### src/rtl/vedic_mult_pipe.sv
// Pipelined W x W Urdhva-Tiryagbhyam (vertical-crosswise) multiplier with valid/ready
// back-pressure and a side-band tag; define VEDIC_MULT_OPCNT_EN to add the op_cnt port.
module vedic_mult_pipe #(
  parameter int W      = 24,
  parameter int STAGES = 3,
  parameter int TAG_W  = 10
) (
  input  logic             clk,
  input  logic             rst_n,
  input  logic             in_valid,
  output logic             in_ready,
  input  logic [W-1:0]     in_a,
  input  logic [W-1:0]     in_b,
  input  logic [TAG_W-1:0] in_tag,
  output logic             out_valid,
  input  logic             out_ready,
  output logic [2*W-1:0]   out_p,
  output logic [TAG_W-1:0] out_tag
`ifdef VEDIC_MULT_OPCNT_EN
  ,
  output logic [31:0]      op_cnt
`endif
);
  localparam int PW   = 2 * W;
  localparam int NCOL = 2 * W - 1;
  localparam int G    = (NCOL + STAGES - 1) / STAGES;
  localparam int CW   = $clog2(2 * W) + 1;

  // Popcount of the crosswise diagonal i+j=k, i.e. sum of a[i] & b[k-i].
  // b is bit-reversed so the diagonal becomes a plain shift of br against a.
  function automatic logic [CW-1:0] col_count(input logic [W-1:0] a,
                                              input logic [W-1:0] b,
                                              input int k);
    logic [W-1:0]  br;
    logic [W-1:0]  d;
    logic [CW-1:0] cnt;
    br = {<<{b}};
    if (k <= W - 1) d = a & (br >> (W - 1 - k));
    else            d = a & (br << (k - W + 1));
    cnt = '0;
    for (int i = 0; i < W; i++) begin
      cnt = cnt + CW'(d[0]);
      d   = d >> 1;
    end
    return cnt;
  endfunction

  // Slice s of each bus is what stage s consumes; slice 0 comes straight from the ports.
  logic [STAGES*W-1:0]     stg_a;
  logic [STAGES*W-1:0]     stg_b;
  logic [STAGES*CW-1:0]    stg_c;
  logic [STAGES*PW-1:0]    stg_p;
  logic [STAGES*TAG_W-1:0] stg_t;
  logic [STAGES:0]         stg_v;
  logic [STAGES-1:0]       adv;

  logic             out_valid_q;
  logic [PW-1:0]    out_p_q;
  logic [TAG_W-1:0] out_tag_q;

  assign stg_a[W-1:0]     = in_a;
  assign stg_b[W-1:0]     = in_b;
  assign stg_c[CW-1:0]    = '0;
  assign stg_p[PW-1:0]    = '0;
  assign stg_t[TAG_W-1:0] = in_tag;
  assign stg_v[0]         = in_valid;
  assign stg_v[STAGES]    = out_valid_q;

  // Stage s moves when any register from s to the output is empty or the consumer takes
  // the output; written flat so no combinational loop runs through adv.
  for (genvar s = 0; s < STAGES; s++) begin : g_adv
    assign adv[s] = out_ready || !(&stg_v[STAGES:s+1]);
  end

  assign in_ready  = adv[0];
  assign out_valid = out_valid_q;
  assign out_p     = out_p_q;
  assign out_tag   = out_tag_q;

  for (genvar s = 0; s < STAGES; s++) begin : g_stg
    localparam int LO = (s * G < NCOL) ? s * G : NCOL;
    localparam int HI = ((s + 1) * G < NCOL) ? (s + 1) * G : NCOL;
    localparam int NC = HI - LO;

    logic [W-1:0]         a_in;
    logic [W-1:0]         b_in;
    logic [PW-1:0]        p_in;
    logic [TAG_W-1:0]     t_in;
    logic [CW*(NC+1)-1:0] cch;
    logic [PW-1:0]        colbits;
    logic [PW-1:0]        p_res;
    logic                 load;

    assign a_in          = stg_a[s*W +: W];
    assign b_in          = stg_b[s*W +: W];
    assign p_in          = stg_p[s*PW +: PW];
    assign t_in          = stg_t[s*TAG_W +: TAG_W];
    assign cch[CW-1:0]   = stg_c[s*CW +: CW];
    assign load          = adv[s] && stg_v[s];

    // Ripple the carry through this stage's group of columns.
    for (genvar n = 0; n < PW; n++) begin : g_col
      if (n >= LO && n < HI) begin : g_act
        logic [CW-1:0] sum;
        assign sum                         = cch[(n-LO)*CW +: CW] + col_count(a_in, b_in, n);
        assign colbits[n]                  = sum[0];
        assign cch[(n-LO+1)*CW +: CW]      = sum >> 1;
      end else begin : g_idle
        assign colbits[n] = 1'b0;
      end
    end

    if (s < STAGES - 1) begin : g_mid
      logic             vld_q, vld_d;
      logic [W-1:0]     a_q, a_d;
      logic [W-1:0]     b_q, b_d;
      logic [CW-1:0]    c_q, c_d;
      logic [PW-1:0]    p_q, p_d;
      logic [TAG_W-1:0] t_q, t_d;

      assign p_res = p_in | colbits;

      always_comb begin
        vld_d = adv[s] ? stg_v[s] : vld_q;
        a_d   = a_q;
        b_d   = b_q;
        c_d   = c_q;
        p_d   = p_q;
        t_d   = t_q;
        if (load) begin
          a_d = a_in;
          b_d = b_in;
          c_d = cch[NC*CW +: CW];
          p_d = p_res;
          t_d = t_in;
        end
      end

      always_ff @(posedge clk or negedge rst_n) begin
        if (!rst_n) begin
          vld_q <= 1'b0;
          a_q   <= '0;
          b_q   <= '0;
          c_q   <= '0;
          p_q   <= '0;
          t_q   <= '0;
        end else begin
          vld_q <= vld_d;
          a_q   <= a_d;
          b_q   <= b_d;
          c_q   <= c_d;
          p_q   <= p_d;
          t_q   <= t_d;
        end
      end

      assign stg_v[s+1]                 = vld_q;
      assign stg_a[(s+1)*W +: W]         = a_q;
      assign stg_b[(s+1)*W +: W]         = b_q;
      assign stg_c[(s+1)*CW +: CW]       = c_q;
      assign stg_p[(s+1)*PW +: PW]       = p_q;
      assign stg_t[(s+1)*TAG_W +: TAG_W] = t_q;
    end else begin : g_last
      logic             out_valid_d;
      logic [PW-1:0]    out_p_d;
      logic [TAG_W-1:0] out_tag_d;

      // The final carry out of the top column is at most 1 and lands on the product MSB.
      assign p_res = p_in | colbits | (PW'(cch[NC*CW +: CW]) << (PW - 1));

      always_comb begin
        out_valid_d = adv[s] ? stg_v[s] : out_valid_q;
        out_p_d     = out_p_q;
        out_tag_d   = out_tag_q;
        if (load) begin
          out_p_d   = p_res;
          out_tag_d = t_in;
        end
      end

      always_ff @(posedge clk or negedge rst_n) begin
        if (!rst_n) begin
          out_valid_q <= 1'b0;
          out_p_q     <= '0;
          out_tag_q   <= '0;
        end else begin
          out_valid_q <= out_valid_d;
          out_p_q     <= out_p_d;
          out_tag_q   <= out_tag_d;
        end
      end
    end
  end

`ifdef VEDIC_MULT_OPCNT_EN
  logic [31:0] op_cnt_q, op_cnt_d;

  always_comb begin
    op_cnt_d = op_cnt_q;
    if (in_valid && in_ready) op_cnt_d = op_cnt_q + 32'd1;
  end

  always_ff @(posedge clk or negedge rst_n) begin
    if (!rst_n) op_cnt_q <= '0;
    else        op_cnt_q <= op_cnt_d;
  end

  assign op_cnt = op_cnt_q;
`endif

endmodule

### config.mk
export PLATFORM = sky130hd
export DESIGN_NAME = vedic_mult_pipe
export DESIGN_NICKNAME = d
export VERILOG_FILES = /design/src/rtl/vedic_mult_pipe.sv
export SDC_FILE = /design/constraint.sdc
export NUM_CORES = 2
export LEC_CHECK = 0
export BUFFER_PORTS_ARGS = -buffer_cell sky130_fd_sc_hd__buf_4
export CAP_MARGIN = 40
export CORE_ASPECT_RATIO = 1.5
export CORE_MARGIN = 2
export CORE_UTILIZATION = 40
export CTS_CLUSTER_SIZE = 30
export DETAILED_ROUTE_END_ITERATION = 7
export SYNTH_ARGS = -nofsm -noshare
export SYNTH_HDL_FRONTEND = slang
export SYNTH_SLANG_ARGS = --single-unit
### constraint.sdc
create_clock -name clk -period 53.9 [get_ports clk]
set_input_delay 8.085 -clock clk [delete_from_list [all_inputs] [get_ports clk]]
set_output_delay 8.085 -clock clk [all_outputs]
set_load 0.005 [all_outputs]
# ---- Yosys cells after proc, flatten, opt, wreduce, memory -nomap -nowiden
# Cells that the tools add are included.
dict set report totals {
  ff_bits 253
  in_bits 62
  out_inout_bits 60
}
dict set report op_classes {
  addsub 1127
  n_bitwise 50
  n_reduce_logical 11
}
# cell count
set ops {}
lappend ops {{$add A7 B1 Y7} 769}
lappend ops {{$and A24 B24 Y24} 24}
lappend ops {{$add A6 B7 Y7} 41}
lappend ops {{$add A6 B1 Y7} 31}
lappend ops {{$add A5 B1 Y6} 31}
lappend ops {{$add A4 B1 Y5} 31}
lappend ops {{$add A6 B1 Y6} 22}
lappend ops {{$add A3 B1 Y4} 31}
lappend ops {{$add A5 B1 Y5} 22}
lappend ops {{$add A1 B1 Y2} 47}
lappend ops {{$add A2 B1 Y3} 31}
lappend ops {{$add A4 B1 Y4} 22}
lappend ops {{$add A3 B1 Y3} 22}
lappend ops {{$or A48 B47 Y48} 1}
lappend ops {{$or A48 B48 Y48} 1}
lappend ops {{$add A2 B1 Y2} 22}
lappend ops {{$or A16 B32 Y32} 1}
lappend ops {{$and A24 B1 Y24} 1}
lappend ops {{$and A24 B10 Y24} 1}
lappend ops {{$and A24 B11 Y24} 1}
lappend ops {{$and A24 B12 Y24} 1}
lappend ops {{$and A24 B13 Y24} 1}
lappend ops {{$and A24 B14 Y24} 1}
lappend ops {{$and A24 B15 Y24} 1}
lappend ops {{other kinds (26)} 32}

# ---- Logic depth before layout (Yosys ltp)
dict set report logic_depth {
  word_depth 41
  depth_mapped 159
}

# ---- Least setup slack after synthesis
# OpenSTA, ideal clock, no wires.
dict set report synth_path {
  path_type {register to register}
  startpoint {reg g_stg[0].g_mid.a_q[14]}
  endpoint {reg g_stg[1].g_mid.c_q[4]}
  setup_time_ps 137
  arrival_time_ps 54398
  setup_slack_ps -636
  stages_incl_launch_ff 148
  synth_period_minus_slack_ps 54536
  cell_sequence {dfrtp_1 > clkbuf_1 > clkbuf_1 > nand2_1 > fa_1 > fa_1 > fa_1 > fa_1 > inv_1 > fa_1 > ha_1 > fa_1 > fa_1 > fa_1 > fa_1 > fa_1 > fa_1 > inv_1 > (+112 left out) > fa_1 > inv_1 > fa_1 > ha_1 > fa_1 > inv_1 > fa_1 > fa_1 > fa_1 > inv_1 > fa_1 > fa_1 > a21o_1 > a21o_1 > a21o_1 > a21oi_1 > xnor2_1 > o21ai_0}
}
dict set report synth_via {
  elab_chain_len 27
}
# item line
set synth_rtl {}
lappend synth_rtl {{from (decl)} 115} ;# logic [W-1:0] a_q, a_d;
lappend synth_rtl {{from (signal assigned)} 142} ;# a_q <= '0;
lappend synth_rtl {{from (signal assigned)} 149} ;# a_q <= a_d;
lappend synth_rtl {{$and A24 B17 Y24} 38} ;# if (k <= W - 1) d = a & (br >> (W - 1 - k));
lappend synth_rtl {{$add A7 B1 Y7 (10 in series)} 42} ;# cnt = cnt + CW'(d[0]);
lappend synth_rtl {{$add A6 B7 Y7 (15 in series)} 105} ;# assign sum = cch[(n-LO)*CW +: CW] + col_count(a_in, b_in, n);
lappend synth_rtl {{$add A6 B7 Y7 (*)} 105}
lappend synth_rtl {{to (signal assigned)} 144} ;# c_q <= '0;
lappend synth_rtl {{to (signal assigned)} 151} ;# c_q <= c_d;
lappend synth_rtl {{to (decl)} 117} ;# logic [CW-1:0] c_q, c_d;
# Mark *: on every way between the ends. The rest lies on a longest branch, timed or not.
# A chain may end at the register's enable or synchronous reset.

# ---- Worst setup path in the final report
dict set report layout_path {
  startpoint {reg g_stg[0].g_mid.a_q[6]}
  endpoint {reg g_stg[1].g_mid.c_q[4]}
}
dict set report layout_via {
  elab_chain_len 35
}
# item line
set layout_rtl {}
lappend layout_rtl {{$and A24 B17 Y24} 38}
lappend layout_rtl {{$add A6 B1 Y7} 42}
lappend layout_rtl {{$add A7 B1 Y7 (17 in series)} 42}
lappend layout_rtl {{$add A6 B7 Y7 (15 in series)} 105}
lappend layout_rtl {{$add A6 B7 Y7 (*)} 105}
# Marked as above.

==> flow_summary_export.csv <==
group,metric,value,unit
outcome,status,"finished, final reports clean",
drt,drt_iter0_drc,875,
yosys,synth_top_family_by_area,"adder cells",
final_layout,utilization,44.8,%
yosys,syn_area_per_cell,9.97,sq um
timing,finalSetupViolations,0,
final_layout,fin_nets,3881,
worst_setup_path,crit_top_cell,"fa_1",
worst_setup_path,cp_max_fo,2,
cts,root_buffer,"clkbuf_16",
cts,cts.sinks,218,
placed_design,place_congestion,0.823,
worst_setup_path,critPathSlowestCell,"fa_1",
global_route,grt_pass1_wl,121000,microns
global_route,use_met1,25.8,%
yosys,syn_nets,3757,
floorplan,fp.dieH,334,microns
drt,final_antenna_net_count,0,
timing,maxSlewViolCount,0,
timing,timing.hold.ws,481,ps
yosys,synth_largest_area_cell,"fa_1",
yosys,synth_edf_count,0,
worst_setup_path,crit_path_max_incr_delay,570,ps
yosys,synthSimpleGateAreaFrac,12.0,%
timing,fin_crit_sh,97.8,%
yosys,synth_common_cells,"507 x inv_1, 410 x fa_1, 386 x nand2_1",
global_route,use_met3,1.74,%
cts,htreeDepth,1,
drt,drtPass1Iterations,5,
cts,cts_buffer_depth,3,
yosys,dominantRegCellSynth,"dfrtp_1",
yosys,ys_warn_count,0,
drt,via_per_inst,5.13,
drt,drc_errors,0,
yosys,ys_types,50,
worst_setup_path,cp-end-kind,"register",
timing,hold_violations,0,
global_route,grt.busiest_layer,"met2",
floorplan,coreArea,72200,sq um
timing,maxSlewHeadroom,49.3,%
timing,finalCriticalPeriod,52730,ps
timing,setup_tns,0,ps
yosys,synth_compound_area_share,5.61,%
timing,fmax,0.0190,GHz
cts,ctsHoldBuffers,0,
final_layout,final_layout_size_suffix_gt1_share,16.0,%
placed_design,dp_hpwl,56900,microns
yosys,synth-seq-cells,218,
yosys,yosysTopAreaCellShare,28.2,%
yosys,ys_seq_area_share,18.8,%
cts,numCtsBuffers,26,
drt,drt_wl_total,75300,microns
cts,clock_latency,550,ps
global_route,grt_pass1_vias,21800,
timing,rsz0062_at_grt,"yes",
cts,cts_tree,"built",
yosys,synthTopCellsByArea,"fa_1 28%, dfrtp_1 19%, ha_1 16%",
cts,clk_pin_slew,60,ps
worst_setup_path,worstSetupPathType,"reg2reg",
yosys,netlist_instances,2918,
placed_design,dp_cells,3926,
timing,worstMarginPinSlew,760,ps
floorplan,ios,122,
final_layout,areaGrowthSynthToFinish,11.2,%
drt,wl_per_cell,18.9,microns
yosys,netlist_area,29100,sq um
global_route,grt_start_max_net_pins,97,
floorplan,start_util,40.3,%
floorplan,dieWidth,224,microns
global_route,grt_overflow,0,
drt,vias,20400,
global_route,grt.total_usage,20.9,%
floorplan,dieArea,74900,sq um
yosys,synthAdderAreaFrac,44.0,%
floorplan,num_rows,121,
final_layout,fin_cells,3979,
worst_setup_path,worstPathArrival,53120,ps
global_route,use_met2,38.6,%
placed_design,port_buffers,121,
worst_setup_path,cp.required,54300,ps
timing,skew,15.5,ps
run,drv_cap,0,
global_route,antenna_found_initial,1,
yosys,yosys.cell_count.top_type,"inv_1",
worst_setup_path,start_kind,"register",
yosys,synthXorXnorAreaFrac,3.94,%
min_path,hold_path.class,"reg2reg",
yosys,async_flop_share,100,%
yosys,synthMuxAreaShare,7.69,%
[worst paths after layout]
path                                                    start                            endpoint  slack [ps]  cells past startpoint
max in group asynchronous                               rst_n  g_stg[0].g_mid.a_q[17]$_DFFE_PN0P_       44800                      3
min in group asynchronous                               rst_n               out_p[40]$_DFFE_PN0P_        7580                      1
setup reg to reg            g_stg[0].g_mid.a_q[6]$_DFFE_PN0P_   g_stg[1].g_mid.c_q[4]$_DFFE_PN0P_        1170                    146
hold reg to reg            g_stg[1].g_mid.p_q[23]$_DFFE_PN0P_  g_stg[1].g_mid.p_q[23]$_DFFE_PN0P_         480                      2
hold / removal             g_stg[1].g_mid.p_q[23]$_DFFE_PN0P_  g_stg[1].g_mid.p_q[23]$_DFFE_PN0P_         480                      2
setup / recovery            g_stg[0].g_mid.a_q[6]$_DFFE_PN0P_   g_stg[1].g_mid.c_q[4]$_DFFE_PN0P_        1170                    146
[cell type report]
| class | instances | area (sq um) |
|---|---|---|
| clock buffer | 35 | 736 |
| inverter | 507 | 1900 |
| fill | 6940 | 39900 |
| antenna | 1 | 2.50 |
| sequential | 218 | 5460 |
| timing repair buffer | 206 | 1610 |
| multi-input combinational | 2083 | 21400 |
| tap | 922 | 1150 |
| clock inverter | 7 | 75.1 |
[layout by cell type (no fill, tap or decap), types with 3 or more instances in the layout]
master      Yosys  final
xor2_1         37     37
nand3_1         5      5
clkbuf_8        0      3
mux2_2        196    196
clkbuf_16       0     27
o21ai_1         2      4
inv_1         507    500
xnor2_1        94     94
a21oi_1        86     84
nand2_1       386    383
clkbuf_1      104      5
nor3_1          3      3
dfrtp_1       218    218
and2_1        215    213
nor2b_1        37     37
clkinvlp_4      0      3
o21bai_1       21     21
buf_16          0      3
nor2_1         32     32
a211oi_1        6      6
fa_1          410    401
nand2b_1       28     28
ha_1          367    359
buf_4           0    202
fa_2            0      9
nand2_4         0      3
o21a_1         10     10
ha_2            0      8
inv_2           0      7
o21ai_0        47     45
a21o_1         67     67
[cell families after synthesis]
logic type,after synthesis
compound gates,255
xor+xnor,131
fa+ha+maj,777
buf+inv,617
flops,218
mux,198
simple gates,722
[state kept, by name (all words and copies together) (netlist names)]
name and cells:
g_stg.g_mid.a_q 39, g_stg.g_mid.t_q 20, g_stg.g_mid.p_q 48, out_p 48, out_valid 1, g_stg.g_mid.vld_q 2
out_tag 10, g_stg.g_mid.b_q 39, g_stg.g_mid.c_q 11
[per-stage QoR]
stage | setup WS (ps) | cell area, sq um
3_3_place_gp | -956 | 31300
2_1_floorplan | 43.7 | 29100
4_1_cts | 29.2 | 32300
5_1_grt | -135 | 32300
3_5_place_dp | -1210 | 31400
6_report | 1170 | 32300
[worst max-delay path: cells and delay by family, from the launching register on]
kind	cells	cell delay, ps
buffers and inverters	30	1460
xor gates and xnor gates	1	120
and+or+nand+nor	1	160
DFF	1	380
AOI/OAI and AO/OA	5	760
adders and majority gates	109	49640
[what timing repair did]
item | CTS | global route
resized for setup | 17 | 13
pin swaps | 68 | 56
buffers inserted | 2 | 8
endpoints found under the setup margin | 7 | 7
[metal layers]
layer / share of wire, % / up-vias / routed length, microns
met5: 0 / - / 0
met4: 3.3 / 0 / 2500
met3: 4.4 / 154 / 3330
met2: 53 / 503 / 39600
met1: 40 / 10400 / 29900
li1: - / 9333 / -
Power is left out: the tool's default activity adds up to more than one toggle a clock period on the data nets, which glitch-free logic cannot reach.
